`src/rtl/hpdcache_cmo_arbiter.sv`:
```
// Round-robin arbiter sharing one CMO handler among N_REQ requesters.
// One request is outstanding at a time. Completion is seen when the handler returns to ready.
module hpdcache_cmo_arbiter #(
    parameter int N_REQ      = 4,
    parameter int ADDR_WIDTH = 64,
    parameter int DATA_WIDTH = 64,
    parameter int OP_WIDTH   = 4
) (
    input  logic                           clk_i,
    input  logic                           rst_ni,
    input  logic [N_REQ-1:0]               req_valid_i,
    output logic [N_REQ-1:0]               req_ready_o,
    input  logic [N_REQ*OP_WIDTH-1:0]      req_op_i,
    input  logic [N_REQ*ADDR_WIDTH-1:0]    req_addr_i,
    input  logic [N_REQ*DATA_WIDTH-1:0]    req_wdata_i,
    output logic [N_REQ-1:0]               rsp_valid_o,
    output logic                           rsp_error_o,
    output logic                           cmoh_req_valid_o,
    input  logic                           cmoh_req_ready_i,
    output logic [OP_WIDTH-1:0]            cmoh_req_op_o,
    output logic [ADDR_WIDTH-1:0]          cmoh_req_addr_o,
    output logic [DATA_WIDTH-1:0]          cmoh_req_wdata_o,
    output logic                           busy_o
);

    localparam int PTR_W = (N_REQ > 1) ? $clog2(N_REQ) : 1;
    localparam logic [PTR_W-1:0] LAST_IDX = PTR_W'(N_REQ - 1);

    typedef enum logic [1:0] {
        IDLE  = 2'd0,
        ISSUE = 2'd1,
        WAIT  = 2'd2,
        ERR   = 2'd3
    } state_e;

    state_e                  state_q, state_d;
    logic [PTR_W-1:0]        rr_ptr_q, rr_ptr_d;
    logic [PTR_W-1:0]        owner_q, owner_d;
    logic [OP_WIDTH-1:0]     op_q, op_d;
    logic [ADDR_WIDTH-1:0]   addr_q, addr_d;
    logic [DATA_WIDTH-1:0]   wdata_q, wdata_d;

    logic                    any_valid;
    logic [PTR_W-1:0]        winner;
    logic [PTR_W-1:0]        scan_idx;
    logic [OP_WIDTH-1:0]     sel_op;
    logic [ADDR_WIDTH-1:0]   sel_addr;
    logic [DATA_WIDTH-1:0]   sel_wdata;

    // Scan from rr_ptr upward with wrap; the first valid requester wins.
    always_comb begin
        any_valid = 1'b0;
        winner    = '0;
        scan_idx  = '0;
        for (int i = 0; i < N_REQ; i++) begin
            scan_idx = PTR_W'((int'(rr_ptr_q) + i) % N_REQ);
            if (!any_valid && req_valid_i[scan_idx]) begin
                any_valid = 1'b1;
                winner    = scan_idx;
            end
        end
    end

    always_comb begin
        sel_op    = '0;
        sel_addr  = '0;
        sel_wdata = '0;
        for (int i = 0; i < N_REQ; i++) begin
            if (winner == PTR_W'(i)) begin
                sel_op    = req_op_i[i*OP_WIDTH +: OP_WIDTH];
                sel_addr  = req_addr_i[i*ADDR_WIDTH +: ADDR_WIDTH];
                sel_wdata = req_wdata_i[i*DATA_WIDTH +: DATA_WIDTH];
            end
        end
    end

    always_ff @(posedge clk_i or negedge rst_ni) begin
        if (!rst_ni) begin
            state_q  <= IDLE;
            rr_ptr_q <= '0;
            owner_q  <= '0;
            op_q     <= '0;
            addr_q   <= '0;
            wdata_q  <= '0;
        end else begin
            state_q  <= state_d;
            rr_ptr_q <= rr_ptr_d;
            owner_q  <= owner_d;
            op_q     <= op_d;
            addr_q   <= addr_d;
            wdata_q  <= wdata_d;
        end
    end

    always_comb begin
        state_d  = state_q;
        rr_ptr_d = rr_ptr_q;
        owner_d  = owner_q;
        op_d     = op_q;
        addr_d   = addr_q;
        wdata_d  = wdata_q;
        case (state_q)
            IDLE: begin
                if (any_valid) begin
                    owner_d  = winner;
                    op_d     = sel_op;
                    addr_d   = sel_addr;
                    wdata_d  = sel_wdata;
                    rr_ptr_d = (winner == LAST_IDX) ? '0 : winner + PTR_W'(1);
                    // Malformed ops are answered with an error and never reach the handler.
                    state_d  = $onehot(sel_op) ? ISSUE : ERR;
                end
            end
            ISSUE: if (cmoh_req_ready_i) state_d = WAIT;
            WAIT:  if (cmoh_req_ready_i) state_d = IDLE;
            ERR:   state_d = IDLE;
            default: state_d = IDLE;
        endcase
    end

    always_comb begin
        req_ready_o      = '0;
        rsp_valid_o      = '0;
        rsp_error_o      = 1'b0;
        cmoh_req_valid_o = 1'b0;
        case (state_q)
            IDLE:  if (any_valid) req_ready_o[winner] = 1'b1;
            ISSUE: cmoh_req_valid_o = 1'b1;
            WAIT:  if (cmoh_req_ready_i) rsp_valid_o[owner_q] = 1'b1;
            ERR: begin
                rsp_valid_o[owner_q] = 1'b1;
                rsp_error_o          = 1'b1;
            end
            default: ;
        endcase
    end

    assign cmoh_req_op_o    = op_q;
    assign cmoh_req_addr_o  = addr_q;
    assign cmoh_req_wdata_o = wdata_q;
    assign busy_o           = (state_q != IDLE);

`ifndef SYNTHESIS
    a_ready_onehot0: assert property (@(posedge clk_i) disable iff (!rst_ni)
        $onehot0(req_ready_o));
    a_rsp_onehot0: assert property (@(posedge clk_i) disable iff (!rst_ni)
        $onehot0(rsp_valid_o));
    a_payload_stable: assert property (@(posedge clk_i) disable iff (!rst_ni)
        (cmoh_req_valid_o && !cmoh_req_ready_i) |=>
        (cmoh_req_valid_o && $stable(cmoh_req_op_o) && $stable(cmoh_req_addr_o)
         && $stable(cmoh_req_wdata_o)));
`endif

endmodule

```
`config.mk`:
```
export PLATFORM = sky130hd
export DESIGN_NAME = hpdcache_cmo_arbiter
export DESIGN_NICKNAME = d
export VERILOG_FILES = /design/src/rtl/hpdcache_cmo_arbiter.sv
export SDC_FILE = /design/constraint.sdc
export NUM_CORES = 1
export LEC_CHECK = 0
export BUFFER_PORTS_ARGS = -buffer_cell sky130_fd_sc_hd__buf_2
export CAP_MARGIN = 20
export CORE_AREA = 3 3 263 265
export DETAILED_ROUTE_END_ITERATION = 12
export DIE_AREA = 0 0 266 268
export MAX_ROUTING_LAYER = met4
export PLACE_DENSITY = 0.41
export SYNTH_ARGS = -nofsm -noshare
export SYNTH_HDL_FRONTEND = slang
export SYNTH_SLANG_ARGS = --single-unit
```
`constraint.sdc`:
```
create_clock -name clk_i -period 13.7 [get_ports clk_i]
set_input_delay 4.11 -clock clk_i [delete_from_list [all_inputs] [get_ports clk_i]]
set_output_delay 4.11 -clock clk_i [all_outputs]
set_load 0.05 [all_outputs]
```
==> Word-level counts from Yosys, hierarchy flattened <==
Cells that the tools add are included.
{ "op_classes": {"bitwise": 0, "eq_ne": 10, "n_lt_le_gt_ge": 8, "multipliers": 0, "muxes": 44, "div": 0, "shifts": 0, "n_reduce_logical": 13, "add_sub_neg": 7} }
{ "ops": {"columns": ["cell", "n"], "rows": [
  ["$mux W64", 8],
  ["$mux W4", 7],
  ["$lt A2 B3 Y1 const B", 6],
  ["$mux W2", 9],
  ["$mux W1", 12],
  ["$bmux W1 S2", 4],
  ["$eq A2 B2 Y1 const B", 4],
  ["$pmux W2 S4", 1],
  ["$pmux W4 S2", 1],
  ["$ne A2 B2 Y1 const B", 3],
  ["$logic_and A1 B1 Y1", 5],
  ["$add A1 B1 Y2", 2],
  ["$add A2 B1 Y2 const B", 2],
  ["$add A2 B2 Y2 const B", 2],
  ["$demux W1 S2", 2],
  ["$eq A2 B1 Y1 const B", 2],
  ["$ge A2 B1 Y1 const B", 2],
  ["$logic_not A2 Y1", 2],
  ["$add A2 B2 Y3", 1],
  ["$eq A3 B1 Y1 const B", 1],
  ["$logic_not A1 Y1", 3],
  ["$reduce_and A3 Y1", 1],
  ["$reduce_and A2 Y1", 1],
  ["$reduce_bool A2 Y1", 1]
]} }
{ "totals": {"mem_bits_rw": 0, "latch_bits": 0, "register_bits": 138, "romBits": 0, "output_inout_bits": 143, "mem_count": 0, "elab_cells": 88} }

==> Logic depth before layout (Yosys ltp) <==
Gate-level depths: netlist of run 1.
{ "logic_depth": {"word_depth": 23, "ltp_mapped": 17} }

==> Least setup slack after synthesis of run 1 <==
OpenSTA, ideal clock, no wires.
{ "synth_timing": {"path_kind": "input -> output", "startpoint": "input port req_valid_i[3]", "endpoint": "output port req_ready_o[2]", "path_buffers": 4, "arrival_time_ns": 6.370, "t_required_ns": 9.590, "slack_ns": 3.220, "path_stages": 9, "path_cell_list": "or4_1 buf_2 o21ai_0 or3_1 ha_1 buf_2 clkbuf_1 clkbuf_1 and3_1"} }
{ "synth_via": {"elab_chain_len": 18, "elab_cells_between_ends": 29, "classes_between": "order compare (2); mux (20); reduce/logical (7)"} }
{ "synth_rtl": {"columns": ["item", "line_no", "source"], "rows": [
  ["start: declaration", "11", "input logic [N_REQ-1:0] req_valid_i,"],
  ["$bmux W1 S2", "57", "if (!any_valid && req_valid_i[scan_idx]) begin"],
  ["$mux W1 (not written as such)", "57", null],
  ["$mux W1", "57", null],
  ["$logic_not A1 Y1", "57", null],
  ["$logic_and A1 B1 Y1", "57", null],
  ["$mux W1", "57", null],
  ["$logic_not A1 Y1", "57", null],
  ["$logic_and A1 B1 Y1", "57", null],
  ["[... 2 more ...]", null, null],
  ["$logic_and A1 B1 Y1", "57", null],
  ["$mux W2", "57", null],
  ["$lt A2 B3 Y1 (not written as such) or $ge A2 B1 Y1 (tied branches)", "127", "IDLE: if (any_valid) req_ready_o[winner] = 1'b1;"],
  ["$logic_and A1 B1 Y1 (not written as such)", "127", null],
  ["$mux W1 (not written as such)", "127", null],
  ["$demux W1 S2", "127", null],
  ["$mux W4 *", "127", null],
  ["$mux W4 *", "126", "case (state_q)"],
  ["end: declaration", "12", "output logic [N_REQ-1:0] req_ready_o,"]
]} }
Every way passes the cells marked *; elsewhere a longest branch is shown, timed or not. The select of a mux whose other input is x is not followed.

==> Worst setup path in the final report of run 1 <==
Ends and elaborated chain as after synthesis.

==> results of run 1 <==
[worst max-delay path, delay by kind of cell]
kind / cells / cell delay, ns
buf+inv: 2 / 0.45
simple gates: 3 / 1.30
compound gates: 1 / 0.17
fa+ha+maj: 1 / 0.35
[flip-flops by register name, indices dropped and copies added, names as in the netlist]
name	cells
cmoh_req_addr_o	64
cmoh_req_op_o	4
cmoh_req_wdata_o	64
owner_q	2
rr_ptr_q	2
state_q	2
[Yosys cell counts, types with 2 or more instances]
master / instances
ha_1: 6
nor2_1: 10
a211oi_1: 2
o21a_1: 2
buf_6: 6
o21ai_0: 5
buf_1: 5
a31oi_1: 129
and3_1: 4
a221o_1: 128
nor2b_1: 2
inv_1: 132
nor3b_1: 3
o31ai_1: 4
buf_2: 39
clkbuf_1: 95
nand2b_1: 3
nand2_1: 138
mux2i_1: 2
dfrtp_1: 138
nand3b_1: 129
mux2_2: 2
nor2_2: 2
o211a_1: 3
o22ai_1: 3
a21oi_1: 260
[area by class of cell]
type	count	share of cell area
Multi-Input combinational cell	850	0.371
Timing Repair Buffer	700	0.244
Sequential cell	138	0.236
Tap cell	873	0.0745
Inverter	132	0.0338
Clock buffer	19	0.0302
Clock inverter	13	0.00828
Antenna cell	13	0.00222
[through the flow]
stage                     cells  hold WS [ns]
final                      2738         0.549
after global routing       2735         0.568
after CTS                  2725         0.551
after detailed placement   2693         0.534
after global placement     2693         0.531
after floorplan            1265         0.491
[metal layers]
layer	vias up	GRT usage
met3	69	0.0380
met4	0	0.0556
met1	6096	0.177
met2	550	0.236
met5	-	-
li1	5834	-
[power groups by stage]
stage | registers, mW | logic [mW] | clock network [mW]
finish | 0.767 | 2.73 | 0.464
global route | 0.792 | 2.96 | 0.504
CTS | 0.768 | 2.77 | 0.489
detailed placement | 0.771 | 2.77 | 0
global placement | 0.768 | 2.76 | 0
floorplan | 1.44 | 1.29 | 0
[logic make-up after synthesis]
group	Yosys count	share of synthesized area
AOI/OAI and AO/OA	542	0.359
adders and majority gates	7	0.00954
buffers and inverters	277	0.114
DFF	138	0.346
muxes	4	0.00427
and+or+nand+nor	297	0.167
[path summary, 6_finish.rpt]
| check | endpoint | cells past startpoint | start |
|---|---|---|---|
| setup reg to reg | state_q[1] | 14 | rr_ptr_q[1] |
| max in group asynchronous | rr_ptr_q[1] | 2 | rst_ni |
| hold reg to reg | cmoh_req_wdata_o[17] | 2 | cmoh_req_wdata_o[17] |
| min in group asynchronous | cmoh_req_wdata_o[46] | 1 | rst_ni |
| hold / removal | cmoh_req_wdata_o[17] | 2 | cmoh_req_wdata_o[17] |
| setup / recovery | req_ready_o[2] | 7 | req_valid_i[3] |
[layout by cell type (no fill, tap or decap), types with 13 or more instances in the layout]
| cell type | n |
|---|---|
| a21oi_1 | 260 |
| a221o_1 | 128 |
| a31oi_1 | 129 |
| buf_2 | 676 |
| buf_4 | 22 |
| clkbuf_16 | 17 |
| dfrtp_1 | 138 |
| diode_2 | 13 |
| inv_1 | 132 |
| nand2_1 | 138 |
| nand3b_1 | 129 |
==> flow_summary.json, run 1 <==
{
  "cp_slowest_cell": "or4_4",
  "tritoncts": "yes",
  "p_seq_frac": 0.194,
  "clock-sinks": 138,
  "cp_data_arrival_time_ns": 6.39,
  "wl_met3_um": 3410,
  "final_area_um2": 14700,
  "coreArea_um2": 67000,
  "hold_violations": 0,
  "drv_cap": 0,
  "final_nets": 2381,
  "track_usage": 0.147,
  "drt-met1-wl_um": 23200,
  "fmax_ghz": 0.0952,
  "path_common_cell": "buf_2",
  "multi_input_area_um2": 5440,
  "tightestPinTransition_ns": 0.998,
  "routed.top_layer": "met4",
  "seqCellArea_um2": 3450,
  "synth-main-ff-cell": "dfrtp_1",
  "critical_path.max_stage_delay_ns": 0.72,
  "synth_top_cell_by_area": "dfrtp_1",
  "clock_path_buffers": 2,
  "p_total_mw": 3.96,
  "synth_seq_cells": 138,
  "antenna_found_initial": 12,
  "start_util": 0.149,
  "syn-instance-count": 1265,
  "r2r_setup_slack_ns": 9.41,
  "period_needed_ns": 10.50,
  "synth_cell_types": 39,
  "io_buffers": 677,
  "netlist.area_leader.share": 0.346,
  "ir_drop_uv": 82.1,
  "async_flop_share": 1.00,
  "path_cells": "buf_2, or4_4, o21ai_0, or3_1, ha_4, and3_1, buf_2",
  "cts_root_buf": "clkbuf_16",
  "drv_slew": 0,
  "synthesis.area_um2": 9970,
  "end_kind": "primary output",
  "numCtsBuffers": 17,
  "area_growth_pct": 47.1,
  "ios": 678,
  "viasPerCell": 4.58,
  "ys_warn_count": 0,
  "drtAntennaViolNets": 0,
  "dp_hpwl_um": 41400,
  "htree_levels": 4,
  "final_layout_size_suffix_gt1_frac": 0.402,
  "clk_latency_ns": 0.47,
  "overflow": 0,
  "slew_headroom": 0.334,
  "die_h_um": 268,
  "drc": 0,
  "start_kind": "input port",
  "postCtsSetupBuffers": 0,
  "fin_util": 0.219,
  "met2_length_um": 25800,
  "grt_pass1_vias": 12400,
  "setup_violations": 0,
  "rsz0062_at_grt": "no",
  "final.period_utilization": 0.767,
  "drtIter0Drc": 760,
  "intPower_mw": 1.71,
  "grt_start_max_net_pins": 128,
  "min_path_type": "flip-flop to flip-flop",
  "dr.pass1.iters": 5,
  "num_rows": 95,
  "pwr-share-comb": 0.689,
  "power_density_nw_per_um2": 270,
  "cp.required_ns": 9.59,
  "ys_top_cells_by_area": "dfrtp_1, a21oi_1, a221o_1",
  "synth-edff-count": 0,
  "fin_ws_ns": 3.20,
  "hold_buffers": 0,
  "die_area_um2": 71300,
  "placed_cell_area_um2": 14100,
  "worst-setup-path-type": "input port to primary output",
  "grt_first_pass_wirelength_um": 76900,
  "drt-total-wl_um": 53900,
  "switchingPower_mw": 2.25,
  "fp.dieW_um": 266,
  "fin_skew_ns": 0.0130,
  "finalSetupTns_ns": 0,
  "syn_nets": 1807,
  "sw_frac_of_total": 0.567,
  "clock_power_share": 0.117,
  "clk_pin_slew_ns": 0.06,
  "vias": 12500,
  "ys_seq_area_frac": 0.346,
  "wl_per_cell_um": 19.7,
  "crit_fanout": 21,
  "nFillCells": 7597,
  "gp_congestion": 0.887,
  "power.leakage_nw": 6.74,
  "preCtsSetupSlack_ns": 3.17,
  "status": "completed",
  "cts-resized-gates": 0,
  "syn_area_per_cell_um2": 7.88
}
Note: power is estimated with default switching activity, not from simulation.
==> inputs of run 2 (changes only) <==
--- a/config.mk
+++ b/config.mk
@@ -5,11 +5,12 @@
 export SDC_FILE = /design/constraint.sdc
 export NUM_CORES = 1
 export LEC_CHECK = 0
+export ABC_AREA = 1
 export BUFFER_PORTS_ARGS = -buffer_cell sky130_fd_sc_hd__buf_2
 export CAP_MARGIN = 20
-export CORE_AREA = 3 3 263 265
+export CORE_AREA = 3 3 261 263
 export DETAILED_ROUTE_END_ITERATION = 12
-export DIE_AREA = 0 0 266 268
+export DIE_AREA = 0 0 264 266
 export MAX_ROUTING_LAYER = met4
 export PLACE_DENSITY = 0.41
 export SYNTH_ARGS = -nofsm -noshare
==> constraint.sdc (replaced) <==
create_clock -name clk_i -period 9.8 [get_ports clk_i]
set_input_delay 2.94 -clock clk_i [delete_from_list [all_inputs] [get_ports clk_i]]
set_output_delay 2.94 -clock clk_i [all_outputs]
set_load 0.05 [all_outputs]
==> run 2 against run 1 <==
Compared with the run above: clock skew hardly changed; critical endpoint unchanged; global-route usage is 0.33 points lower; die area fell by 1.5%; first-iteration DRC count shrank 20%; largest cell class unchanged; sequential cell count did not move.
==> flow_summary.json, run 2 <==
{
  "grt_pass1_vias": 12800,
  "final.period_utilization": 0.815,
  "slew_headroom": 0.248,
  "grt_first_pass_wirelength_um": 74900,
  "synth.most_common_cell": "nand2_1",
  "htree_levels": 4,
  "synthesis.area_um2": 9510,
  "synth_cell_types": 26,
  "antenna_found_initial": 7,
  "crit_fanout": 65,
  "syn_area_per_cell_um2": 6.15,
  "worst-setup-path-type": "input port to primary output",
  "drc": 0,
  "drv_cap": 0,
  "synth-main-ff-cell": "dfrtp_1",
  "min-delay-start": "cmoh_req_wdata_o[52]",
  "finalSetupTns_ns": 0,
  "wl_per_cell_um": 17.0,
  "start_kind": "input port",
  "clk_latency_ns": 0.46,
  "drtIter0Drc": 607,
  "ys_top_cells_by_area": "dfrtp_1, nand2_1, o21ai_0",
  "path_cells": "buf_2, inv_1, nand2_1, nand3_1, nand2_2, nor2_8, nand4_1, nand2_1, inv_1, ha_4, inv_4, nor2_1, buf_2",
  "drt-total-wl_um": 51400,
  "drv_slew": 0,
  "r2r-start": "rr_ptr_q[0]",
  "rsz0062_at_grt": "no",
  "hold_buffers": 0,
  "r2r_cells": 23,
  "fin_skew_ns": 0.0126,
  "cp_data_arrival_time_ns": 5.04,
  "end_kind": "primary output",
  "tightestPinTransition_ns": 1.13,
  "cts_root_buf": "clkbuf_16",
  "ys_seq_area_frac": 0.363,
  "dr.pass1.iters": 5,
  "synth-edff-count": 0,
  "hold_violations": 0,
  "vias": 12400,
  "netlist.area_leader.share": 0.363,
  "grt_start_max_net_pins": 96,
  "track_usage": 0.144,
  "clock-sinks": 138,
  "start_util": 0.144,
  "async_flop_share": 1.00,
  "r2r_setup_slack_ns": 4.73,
  "synth_top_cell_by_area": "dfrtp_1",
  "num_rows": 94,
  "status": "completed",
  "drtAntennaViolNets": 0,
  "synth_seq_cells": 138,
  "dp_hpwl_um": 39700,
  "cp.required_ns": 6.86,
  "final_common_cell": "nand2_1",
  "fp.dieW_um": 264,
  "critical_path.max_stage_delay_ns": 0.46,
  "syn_nets": 2088,
  "die_h_um": 266,
  "min_path_type": "flip-flop to flip-flop",
  "setup_violations": 0,
  "synth-xor-area-share": 0,
  "final_nets": 2686,
  "min_path_cells": 2,
  "final_layout_size_suffix_gt1_frac": 0.344,
  "rr_endpoint": "state_q[1]",
  "coreArea_um2": 65900,
  "ys_warn_count": 0,
  "viasPerCell": 4.10,
  "ios": 678,
  "die_area_um2": 70200,
  "cp_slowest_cell": "inv_4",
  "ys_top_cells_by_count": "nand2_1, o21ai_0, dfrtp_1",
  "clock_path_buffers": 2,
  "io_buffers": 677,
  "yosys.area_share.simple": 0.348,
  "yosys.area_share.adder": 0.0100,
  "fmax_ghz": 0.125,
  "postCtsSetupBuffers": 0,
  "gp_congestion": 0.915,
  "synth_top_family_by_area": "simple AND/OR/NAND/NOR gates",
  "overflow": 0,
  "most-common-layout-cells": "nand2_1, buf_2, o21ai_0, dfrtp_1, a21oi_1",
  "synth_compound_area_frac": 0.212,
  "period_needed_ns": 7.98,
  "syn-instance-count": 1546,
  "area_growth_pct": 49.7,
  "clk_pin_slew_ns": 0.06,
  "numCtsBuffers": 17,
  "synth_mux_area_frac": 0,
  "tritoncts": "yes",
  "cts-resized-gates": 0,
  "hold_end": "cmoh_req_wdata_o[52]"
}
[run 2: worst max path at each step]
stage,startpoint,endpoint,slack [ns],cells after the start
CTS,req_valid_i[3],req_ready_o[2],1.82,13
finish,req_valid_i[1],req_ready_o[2],1.82,13
global placement,req_valid_i[1],req_ready_o[2],1.82,13
detailed placement,req_valid_i[3],req_ready_o[2],1.82,13
global route,req_valid_i[1],req_ready_o[2],1.62,13
floorplan,req_valid_i[3],req_ready_o[3],1.69,14
[run 2: stage by stage]
| step | utilization | instances | hold WS (ns) | area, um2 | worst slack (ns) |
|---|---|---|---|---|---|
| final | 0.216 | 3027 | 0.472 | 14200 | 1.82 |
| after global routing | 0.216 | 3027 | 0.492 | 14200 | 1.62 |
| after CTS | 0.216 | 3021 | 0.476 | 14200 | 1.82 |
| after detailed placement | 0.207 | 2989 | 0.459 | 13600 | 1.82 |
| after global placement | 0.207 | 2989 | 0.459 | 13600 | 1.82 |
| after floorplan | - | 1546 | 0.471 | 9510 | 1.69 |
[run 2: area by class of cell]
type	instances	area (um2)
timing repair buffer	694	3520
antenna	6	15.0
fill	7635	51600
tap	864	1080
sequential	138	3450
inverter	23	93.8
clock buffer	18	439
multi-input combinational	1270	5470
clock inverter	14	161
[run 2: kinds of logic after synthesis]
family	after synthesis
buf+inv	138
simple gates	863
flops	138
compound gates	400
fa+ha+maj	7
[run 2: metal layers]
layer	vias to the layer above	GRT usage	share of wire
met2	568	0.250	0.50
li1	6165	-	-
met3	59	0.0365	0.070
met1	5608	0.156	0.40
met4	0	0.0582	0.035
met5	-	-	0
[run 2: critical path: cells and delay by family]
| family | cells | cell delay (ns) |
|---|---|---|
| buffers and inverters | 5 | 1.01 |
| AND/OR/NAND/NOR | 7 | 0.89 |
| adder cells (fa/ha/maj) | 1 | 0.19 |
Power of run 2 is left out: the tool's default activity adds up to more than one toggle a clock period on the data nets, which glitch-free logic cannot reach.
==> inputs of run 3 (changes only) <==
--- a/config.mk
+++ b/config.mk
@@ -8,9 +8,9 @@
 export ABC_AREA = 1
 export BUFFER_PORTS_ARGS = -buffer_cell sky130_fd_sc_hd__buf_2
 export CAP_MARGIN = 20
-export CORE_AREA = 3 3 261 263
+export CORE_AREA = 3 3 266 268
 export DETAILED_ROUTE_END_ITERATION = 12
-export DIE_AREA = 0 0 264 266
+export DIE_AREA = 0 0 269 271
 export MAX_ROUTING_LAYER = met4
 export PLACE_DENSITY = 0.41
 export SYNTH_ARGS = -nofsm -noshare
==> constraint.sdc (replaced) <==
create_clock -name clk_i -period 7.15 [get_ports clk_i]
set_input_delay 2.145 -clock clk_i [delete_from_list [all_inputs] [get_ports clk_i]]
set_output_delay 2.145 -clock clk_i [all_outputs]
set_load 0.05 [all_outputs]
==> run 3 against run 2 <==
Compared with the run above: hold slack worse by 0.00055 ns; largest cell class unchanged; global-route usage is 0.85 points lower; sequential share of layout area is 0.21 points lower; non-clock buffer count is 2 lower; clock skew increased by 0.0047 ns; sequential cell count is the same; first-iteration DRC count is 20% lower; core utilization fell by 0.68 points.
==> flow_summary.json, run 3 (synthesis gave the netlist of run 2 again) <==
{
  "seqCellArea_um2": 3450,
  "gp_congestion": 0.823,
  "tritoncts": "yes",
  "grt_pass1_vias": 11900,
  "cts_root_buf": "clkbuf_16",
  "final_common_cell": "nand2_1",
  "path_cells": "buf_2, inv_1, nand2_1, nand3_1, nand2_2, nor2_8, nand3_2, nand3_1, inv_1, ha_4, inv_1, nor2_1, buf_2",
  "dp_hpwl_um": 39200,
  "final_nets": 2684,
  "die_h_um": 271,
  "coreArea_um2": 68600,
  "start_kind": "input port",
  "grt_start_max_net_pins": 179,
  "track_usage": 0.135,
  "postCtsSetupBuffers": 0,
  "worst-setup-path-type": "input port to primary output",
  "status": "completed",
  "setup_violations": 0,
  "slew_headroom": 0.424,
  "viasPerCell": 3.92,
  "finalSetupTns_ns": 0,
  "start_util": 0.139,
  "cts-resized-gates": 0,
  "nFillCells": 8019,
  "drtAntennaViolNets": 0,
  "clock_path_buffers": 2,
  "most-common-layout-cells": "nand2_1, buf_2, o21ai_0, dfrtp_1, a21oi_1",
  "final.period_utilization": 0.868,
  "fp.dieW_um": 269,
  "drt-total-wl_um": 50300,
  "htree_levels": 4,
  "vias": 12100,
  "area_growth_pct": 51.0,
  "path_common_cell": "inv_1",
  "ios": 678,
  "num_rows": 96,
  "fin_skew_ns": 0.0172,
  "hold_violations": 0,
  "final_layout_size_suffix_gt1_frac": 0.343,
  "clock-sinks": 138,
  "hold_buffers": 0,
  "clk_latency_ns": 0.47,
  "dr.pass1.iters": 5,
  "cp.required_ns": 5.01,
  "io_buffers": 677,
  "overflow": 0,
  "crit_fanout": 8,
  "min_path_type": "flip-flop to flip-flop",
  "grt_first_pass_wirelength_um": 71900,
  "antenna_found_initial": 8,
  "die_area_um2": 72900,
  "numCtsBuffers": 17,
  "rsz0062_at_grt": "no",
  "multi_input_area_um2": 5470,
  "cp_slowest_cell": "nand3_1",
  "clk_pin_slew_ns": 0.06,
  "period_needed_ns": 6.21,
  "drtIter0Drc": 483,
  "tightestPinTransition_ns": 0.863,
  "critical_path.max_stage_delay_ns": 0.25,
  "end_kind": "primary output",
  "wl_per_cell_um": 16.3,
  "fmax_ghz": 0.161,
  "drv_slew": 0,
  "drc": 0,
  "drv_cap": 0,
  "cp_data_arrival_time_ns": 4.06
}
[run 3: changes by cell type in the layout (fill, tap and decap cells not counted), sizes merged]
cell,previous run,this run
diode,6,9
inv,29,26
buf,694,692
clkinvlp,1,3
bufinv,2,3
clkinv,5,4
[run 3: cell type report]
| cell class | count | area share |
|---|---|---|
| clock inverters | 13 | 0.0118 |
| diodes | 9 | 0.00157 |
| inverters | 23 | 0.00653 |
| well taps | 931 | 0.0811 |
| multi-input cells | 1270 | 0.381 |
| clock buffers | 18 | 0.0299 |
| repair buffers | 692 | 0.248 |
| flip-flops and latches | 138 | 0.240 |
[run 3: stage by stage]
stage / std cells / setup WS (ns) / utilization / hold slack [ns] / cell area (um2)
floorplan: 1546 / 0.632 / - / 0.471 / 9510
global placement: 3054 / 0.903 / 0.200 / 0.458 / 13700
detailed placement: 3054 / 0.919 / 0.200 / 0.460 / 13700
CTS: 3085 / 0.910 / 0.209 / 0.477 / 14300
global route: 3093 / 0.763 / 0.209 / 0.497 / 14400
finish: 3094 / 0.940 / 0.209 / 0.472 / 14400
[run 3: worst paths after layout]
kind	startpoint	to	slack (ns)	cells after the start
max	req_valid_i[3]	req_ready_o[3]	0.94	13
min	cmoh_req_addr_o[60]	cmoh_req_addr_o[60]	0.47	2
min in group asynchronous	rst_ni	cmoh_req_op_o[0]	1.68	1
max in group asynchronous	rst_ni	cmoh_req_wdata_o[56]	4.53	2
max reg2reg	rr_ptr_q[0]	state_q[1]	2.89	21
min reg2reg	cmoh_req_addr_o[60]	cmoh_req_addr_o[60]	0.47	2
[run 3: layer usage]
layer,vias to the layer above,wire length (um),track usage,part of all wire
li1,6174,-,-,-
met1,5430,19900,0.146,0.40
met2,475,25000,0.232,0.50
met3,50,3840,0.0375,0.076
met4,0,1520,0.0541,0.030
met5,-,0,-,0
[run 3: critical path: cells and delay by family]
| kind | cells | cell delay, ns |
|---|---|---|
| adders and majority gates | 1 | 0.20 |
| buffers and inverters | 5 | 0.78 |
| and+or+nand+nor | 7 | 0.93 |
Power of run 3 is left out for the same reason.
